## config.mk

```make
export PLATFORM = sky130hd
export DESIGN_NAME = perf_counter_unit_flat
export DESIGN_NICKNAME = d
export VERILOG_FILES = /design/src/rtl/perf_counter_if.sv /design/src/rtl/perf_counter_unit.sv /design/src/flat_wrapper.sv
export SDC_FILE = /design/constraint.sdc
export NUM_CORES = 2
export LEC_CHECK = 0
export CAP_MARGIN = 20
export CORE_ASPECT_RATIO = 1.4
export CORE_MARGIN = 1.5
export CORE_UTILIZATION = 40
export CTS_BUF_LIST = sky130_fd_sc_hd__clkbuf_8
export DETAILED_ROUTE_END_ITERATION = 8
export GPL_TIMING_DRIVEN = 0
export PLACE_DENSITY = 0.64
export REMOVE_ABC_BUFFERS = 1
export SLEW_MARGIN = 15
export SYNTH_ARGS = -nofsm -noshare
export SYNTH_HDL_FRONTEND = slang
export SYNTH_SLANG_ARGS = --single-unit
```

## constraint.sdc

```tcl
create_clock -name clk -period 21.5 [get_ports clk]
set_input_delay 6.45 -clock clk [delete_from_list [all_inputs] [get_ports clk]]
set_output_delay 6.45 -clock clk [all_outputs]
set_load 0.01 [all_outputs]
```

## src/rtl/perf_counter_if.sv

```systemverilog
// perf_counter_if: CSR access bus between the core (master) and the counter bank (slave).
// Signals: csr_rd_en/csr_wr_en (never together), csr_addr, csr_wdata from the master;
// csr_rdata/csr_rd_valid (1 cycle after rd_en) and csr_err (unmapped access) from the slave.
interface perf_counter_if;
    logic        csr_rd_en;
    logic        csr_wr_en;
    logic [11:0] csr_addr;
    logic [31:0] csr_wdata;
    logic [31:0] csr_rdata;
    logic        csr_rd_valid;
    logic        csr_err;
    modport master (output csr_rd_en, csr_wr_en, csr_addr, csr_wdata,
                    input  csr_rdata, csr_rd_valid, csr_err);
    modport slave  (input  csr_rd_en, csr_wr_en, csr_addr, csr_wdata,
                    output csr_rdata, csr_rd_valid, csr_err);
endinterface

```

## src/rtl/perf_counter_unit.sv

```systemverilog
// perf_counter_unit: cycle/instret/HPM counter bank with overflow interrupt and registered CSR port.
// Ports: clk; reset (async, active-high); freeze_i stops all counting; evt_retire_i and
// evt_vec_i are per-cycle event strobes; csr is the CSR slave port; ovf_irq_o = |(ovf_status & ovf_en).
module perf_counter_unit #(
    parameter int CNT_W = 64,
    parameter int N_HPM = 4,
    parameter int N_EVT = 8
) (
    input  logic             clk,
    input  logic             reset,
    input  logic             freeze_i,
    input  logic             evt_retire_i,
    input  logic [N_EVT-1:0] evt_vec_i,
    perf_counter_if.slave    csr,
    output logic             ovf_irq_o
);
    localparam int NC   = N_HPM + 3;
    localparam int ES_W = $clog2(N_EVT + 1);

    logic [CNT_W-1:0] cnt_q [NC];
    logic [CNT_W-1:0] cnt_d [NC];
    logic [ES_W-1:0]  sel_q [N_HPM];
    logic [ES_W-1:0]  sel_d [N_HPM];
    logic [NC-1:0]    inh_q, inh_d, ovf_q, ovf_d, ovf_en_q, ovf_en_d, ev, inc, ovf_set;
    logic [31:0]      shadow_q, shadow_d, rdata_q, rdata_d;
    logic [6:0]       prev_idx_q, idx;
    logic             prev_lo_q, valid_q, err_q, hit, any_en;
    logic             idx_ok, rd_lo, rd_hi, wr_lo, wr_hi, sel_hit, inh_hit, ost_hit, oen_hit;
    logic [11:0]      sel_off;

    function automatic logic [31:0] hi_of(input logic [CNT_W-1:0] c);
        return 32'({32'b0, c} >> 32);
    endfunction

    function automatic logic [CNT_W-1:0] put_half(input logic [CNT_W-1:0] c, input logic hi,
                                                  input logic [31:0] d);
        logic [63:0] w;
        w = 64'(c);
        if (hi) w[63:32] = d;
        else w[31:0] = d;
        return CNT_W'(w);
    endfunction

    // Counter index 1 is a hole in the map: never addressable, never counts.
    assign idx     = csr.csr_addr[6:0];
    assign idx_ok  = (int'(idx) < NC) && (idx != 7'd1);
    assign rd_lo   = csr.csr_rd_en && csr.csr_addr[11:7] == 5'h18 && idx_ok;
    assign rd_hi   = csr.csr_rd_en && csr.csr_addr[11:7] == 5'h19 && idx_ok;
    assign wr_lo   = csr.csr_wr_en && csr.csr_addr[11:7] == 5'h16 && idx_ok;
    assign wr_hi   = csr.csr_wr_en && csr.csr_addr[11:7] == 5'h17 && idx_ok;
    assign sel_off = csr.csr_addr - 12'h323;
    assign sel_hit = csr.csr_addr >= 12'h323 && sel_off < 12'(N_HPM);
    assign inh_hit = csr.csr_addr == 12'h320;
    assign ost_hit = csr.csr_addr == 12'h7C0;
    assign oen_hit = csr.csr_addr == 12'h7C1;
    assign any_en  = csr.csr_rd_en || csr.csr_wr_en;
    assign hit     = rd_lo || rd_hi || wr_lo || wr_hi ||
                     (any_en && (sel_hit || inh_hit || ost_hit || oen_hit));
    assign ovf_irq_o = |(ovf_q & ovf_en_q);

    always_comb begin
        ev    = '0;
        ev[0] = 1'b1;
        ev[2] = evt_retire_i;
        for (int h = 0; h < N_HPM; h++)
            for (int e = 0; e < N_EVT; e++)
                if (int'(sel_q[h]) == e + 1) ev[h+3] = evt_vec_i[e];
    end

    assign inc = freeze_i ? '0 : ev & ~inh_q;

    always_comb begin
        ovf_set  = '0;
        rdata_d  = '0;
        shadow_d = shadow_q;
        for (int i = 0; i < NC; i++) begin
            // A write owns the whole counter this cycle: no increment, no wrap.
            if ((wr_lo || wr_hi) && idx == 7'(i)) begin
                cnt_d[i] = put_half(cnt_q[i], wr_hi, csr.csr_wdata);
            end else begin
                cnt_d[i]   = cnt_q[i] + CNT_W'(inc[i]);
                ovf_set[i] = inc[i] && &cnt_q[i];
            end
            if (rd_lo && idx == 7'(i)) begin
                rdata_d  = cnt_q[i][31:0];
                shadow_d = hi_of(cnt_q[i]);
            end
            // High half comes from the snapshot only when it pairs with the previous low read.
            if (rd_hi && idx == 7'(i))
                rdata_d = (prev_lo_q && prev_idx_q == idx) ? shadow_q : hi_of(cnt_q[i]);
        end
        for (int h = 0; h < N_HPM; h++) begin
            sel_d[h] = (csr.csr_wr_en && sel_hit && sel_off == 12'(h)) ? csr.csr_wdata[ES_W-1:0] : sel_q[h];
            if (csr.csr_rd_en && sel_hit && sel_off == 12'(h)) rdata_d = 32'(sel_q[h]);
        end
        if (csr.csr_rd_en && inh_hit) rdata_d = 32'(inh_q);
        if (csr.csr_rd_en && ost_hit) rdata_d = 32'(ovf_q);
        if (csr.csr_rd_en && oen_hit) rdata_d = 32'(ovf_en_q);
        inh_d    = (csr.csr_wr_en && inh_hit) ? csr.csr_wdata[NC-1:0] & ~NC'(2) : inh_q;
        ovf_en_d = (csr.csr_wr_en && oen_hit) ? csr.csr_wdata[NC-1:0] : ovf_en_q;
        // Set after clear so a wrap in the same cycle as W1C survives.
        ovf_d    = (ovf_q & ~((csr.csr_wr_en && ost_hit) ? csr.csr_wdata[NC-1:0] : '0)) | ovf_set;
    end

    always_ff @(posedge clk or posedge reset) begin
        if (reset) begin
            cnt_q      <= '{default: '0};
            sel_q      <= '{default: '0};
            inh_q      <= '0;
            ovf_q      <= '0;
            ovf_en_q   <= '0;
            shadow_q   <= '0;
            rdata_q    <= '0;
            valid_q    <= 1'b0;
            err_q      <= 1'b0;
            prev_lo_q  <= 1'b0;
            prev_idx_q <= '0;
        end else begin
            cnt_q    <= cnt_d;
            sel_q    <= sel_d;
            inh_q    <= inh_d;
            ovf_q    <= ovf_d;
            ovf_en_q <= ovf_en_d;
            shadow_q <= shadow_d;
            valid_q  <= csr.csr_rd_en;
            err_q    <= any_en && !hit;
            if (csr.csr_rd_en) begin
                rdata_q    <= rdata_d;
                prev_lo_q  <= rd_lo;
                prev_idx_q <= idx;
            end
        end
    end

    assign csr.csr_rdata    = rdata_q;
    assign csr.csr_rd_valid = valid_q;
    assign csr.csr_err      = err_q;
endmodule

```

## src/flat_wrapper.sv

```systemverilog
// flat-port wrapper written by rule: the top's interface ports become plain ports
module perf_counter_unit_flat 
#(
    parameter int CNT_W = 64,
    parameter int N_HPM = 4,
    parameter int N_EVT = 8
)
  (clk, reset, freeze_i, evt_retire_i, evt_vec_i, ovf_irq_o, csr_csr_rd_en, csr_csr_wr_en, csr_csr_addr, csr_csr_wdata, csr_csr_rdata, csr_csr_rd_valid, csr_csr_err);
  perf_counter_if csr_i ();
  input  logic clk;
  input  logic reset;
  input  logic freeze_i;
  input  logic evt_retire_i;
  input  logic [N_EVT-1:0] evt_vec_i;
  output logic ovf_irq_o;
  input wire logic [$bits(csr_i.csr_rd_en)-1:0] csr_csr_rd_en;
  input wire logic [$bits(csr_i.csr_wr_en)-1:0] csr_csr_wr_en;
  input wire logic [$bits(csr_i.csr_addr)-1:0] csr_csr_addr;
  input wire logic [$bits(csr_i.csr_wdata)-1:0] csr_csr_wdata;
  output wire logic [$bits(csr_i.csr_rdata)-1:0] csr_csr_rdata;
  output wire logic [$bits(csr_i.csr_rd_valid)-1:0] csr_csr_rd_valid;
  output wire logic [$bits(csr_i.csr_err)-1:0] csr_csr_err;
  assign csr_i.csr_rd_en = csr_csr_rd_en;
  assign csr_i.csr_wr_en = csr_csr_wr_en;
  assign csr_i.csr_addr = csr_csr_addr;
  assign csr_i.csr_wdata = csr_csr_wdata;
  assign csr_csr_rdata = csr_i.csr_rdata;
  assign csr_csr_rd_valid = csr_i.csr_rd_valid;
  assign csr_csr_err = csr_i.csr_err;
  perf_counter_unit #(.CNT_W(CNT_W), .N_HPM(N_HPM), .N_EVT(N_EVT)) u_core (.clk(clk), .reset(reset), .freeze_i(freeze_i), .evt_retire_i(evt_retire_i), .evt_vec_i(evt_vec_i), .csr(csr_i), .ovf_irq_o(ovf_irq_o));
endmodule
```

==> reports/qor.yml <==
route:
  vias: 41200
  drc: 0
  drt.antenna.violating_nets: 0
  drt_iter0_drc: 6644
  drt_pre_antenna_iters: 9
  routedWlPerCell_um: 34.2
  viasPerCell: 7.24
  route.final.wire_length_mm: 195
placement:
  place_congestion: 1.09
  placed_cells: 5517
  placed_area_um2: 37000
  port_buffers: 92
  dp_hpwl_mm: 137
cts:
  holdBufCountCts: 0
  cts_max_level: 3
  cts_sinks: 494
  cts_tree: "done"
  insertion_delay_ps: 800
  clock-root-buffer: "clkbuf_8"
  cts_inserted_buffers: 88
  clk_pin_slew_ps: 60
  post_cts_buffers: 0
  post_cts_resized: 0
  clockBufferDepth: 3
finish:
  syn2layout_area_growth_pct: 12.2
  nNetsFinal: 4595
  fin_util_pct: 45.4
  final_area_um2: 38900
  drive_above_1_share_pct: 9.23
  final_cells: 5697
global_route:
  grt_first_pass_wirelength_mm: 277
  grt_overflow: 0
  antenna_found_initial: 20
  grt_pass1_vias: 37400
  grt_usage_pct: 43.7
  grt_max_degree: 94
floorplanning:
  start_util_pct: 40.4
  placementRows: 127
  die_area_um2: 88400
  die_w_um: 252
  pin_count: 93
  core_area_um2: 85600
  die_h_um: 351
power_and_ir_drop:
  comb_power_share_pct: 8.7
  power_frac_seq_pct: 47.5
  switching_share_pct: 30.3
  power_density_nw_per_um2: 52.6
  netSwitchingPower_w: 0.000619
  power.leakage_nw: 15.1
  totalPowerFinal_w: 0.00204
  vdd_drop_max_mv: 0.0339
  p_int_w: 0.00142
  power_frac_clock_pct: 43.8
min_path:
  hold_end: "u_core.shadow_q[30]"
  hold_path.startpoint: "u_core.shadow_q[30]"
  hold_path.class: "register to register"
  holdPathStages: 2
yosys:
  synthAdderAreaFrac_pct: 0.434
  synth_compound_area_share_pct: 28.8
  async_flop_share_pct: 100
  yosys.area_share.simple_pct: 27.3
  synth_area_leader_cell: "dfrtp_1"
  synth_top_family_by_area: "compound AO/OA/AOI/OAI gates"
  syn-instance-count: 4596
  yosysUniqueCellTypes: 95
  synth_area_leaders: "dfrtp_1 (36%), a21oi_1 (8.3%), nor2_1 (6.8%)"
  yosysWarnings: 0
  netlist_area_um2: 34600
  synth_xor_area_share_pct: 0.228
  ys_ff_latch: 494
  synth_edf_count: 0
  synth_top_area_share_pct: 35.7
  avgSynthCellArea_um2: 7.54
  synthFlopType: "dfrtp_1"
  ys_seq_area_share_pct: 35.7
  synthMuxAreaShare_pct: 2.70
timing:
  finalHoldViolCount: 0
  fin_crit_sh_pct: 52.5
  tightest_slew_ps: 1270
  period_needed_ps: 11280
  drv_slew: 0
  setup_viol: 0
  slew_headroom_pct: 14.8
  rsz0062_at_grt: "false"
  fin_setup_tns_ps: 0
  clock_skew_ps: 61.8
  fmax_mhz: 88.6
worst_setup_path:
  start_kind: "input pin"
  ff2ff_path_depth: 15
  r2r_start: "u_core.sel_q[6]"
  critPathRequiredTime_ps: 22180
  worstPathMaxFanout: 11
  rrSetupSlack_ps: 15950
  worst_ep_arrival_time_ps: 11960
  critical_path_class: "input pin to register"
  timing.rr.end: "u_core.cnt_q[125]"
  end_kind: "register"
run_status:
  run_status: "finished, final reports clean"
flow_run:
  drv_cap: 0
[worst max path at each step]
stage,start,end,depth (start not counted)
6_report,evt_vec_i[3],u_core.cnt_q[125],16
5_1_grt,evt_vec_i[3],u_core.cnt_q[122],17
4_1_cts,evt_vec_i[3],u_core.cnt_q[125],16
3_5_place_dp,evt_vec_i[3],u_core.cnt_q[125],16
3_3_place_gp,reset,u_core.cnt_q[229],2
2_1_floorplan,reset,u_core.cnt_q[0],1
[Yosys cell counts, drive strengths merged (30+ instances only)]
cell type	n
nand3	242
nor2	639
a21oi	571
nand2	494
a31oi	53
and2	30
mux2	42
dfrtp	494
o21ai	344
o22ai	118
nor4	44
a22oi	40
clkbuf	258
o221ai	40
nand4	110
inv	62
nor2b	37
a211oi	140
and3	95
buf	93
mux2i	37
a221oi	34
nor3	162
[per-stage QoR]
stage | setup WS (ps) | hold slack (ps)
final | 10220 | 474
after global routing | 10150 | 492
after CTS | 10510 | 474
after detailed placement | 9740 | 462
after global placement | -6440 | 453
after floorplan | 1260 | 442
[layer usage]
layer | GRT usage (%) | wire (um) | vias up | share of wire [%]
met5 | 0 | 112 | - | 0.057
met4 | 39.9 | 22100 | 16 | 11
met3 | 15.2 | 24300 | 1074 | 12
met2 | 65.6 | 83600 | 3440 | 43
met1 | 48.6 | 64900 | 19700 | 33
li1 | - | - | 17000 | -
[worst max-delay path, cell delays in order]
cell and delay, ps:
clkdlybuf4s50_1 570, nand3b_1 100, a21oi_1 150, a31oi_1 50, nor2_1 90, a31oi_1 70, nor3_1 800, ha_1 340
nand3_1 160, nor3_2 770, nand4_1 660, or3_1 630, or4_4 590, nor4_4 230, nor3_1 80, nor3_2 210
[layout make-up]
type	instances	area, um^2
Antenna cell	19	47.5
Clock buffer	104	1430
Clock inverter	43	179
Fill cell	8616	46800
Inverter	62	243
Multi-Input combinational cell	3689	20900
Sequential cell	494	12400
Tap cell	1096	1370
Timing Repair Buffer	190	2270
[placed cells by master (no fill, tap or decap), types with 42 or more instances in the layout]
cell	instances
nor2_1	613
a21oi_1	564
dfrtp_1	494
nand2_1	480
o21ai_0	341
nand3_1	237
nor3_1	146
a211oi_1	139
o22ai_1	118
nand4_1	110
clkbuf_8	104
inv_1	95
and3_1	94
clkdlybuf4s50_1	60
a31oi_1	53
mux2_2	42
[power groups by stage]
stage / Combinational (W) / Sequential (W) / Clock (W)
3_5_place_dp: 0.000166 / 0.000985 / 0
2_1_floorplan: 0.0000648 / 0.000978 / 0
5_1_grt: 0.000183 / 0.000972 / 0.000926
3_3_place_gp: 0.000157 / 0.000987 / 0
6_report: 0.000178 / 0.000971 / 0.000894
4_1_cts: 0.000166 / 0.000969 / 0.000886
[state kept, by name, indices dropped and copies added (netlist names)]
signal / count
u_core.cnt_q: 384
u_core.inh_q: 6
u_core.shadow_q: 32
u_core.csr.csr_rdata: 32
u_core.ovf_q: 7
u_core.csr.csr_rd_valid: 1
u_core.prev_lo_q: 1
u_core.prev_idx_q: 7
u_core.csr.csr_err: 1
u_core.ovf_en_q: 7
u_core.sel_q: 16
[cell families after synthesis]
group,Yosys count
and+or+nand+nor,1987
AOI/OAI and AO/OA,1598
muxes,83
adders and majority gates,12
DFF,494
xor gates and xnor gates,9
buffers and inverters,413
Power figures use the tool's default switching activity.
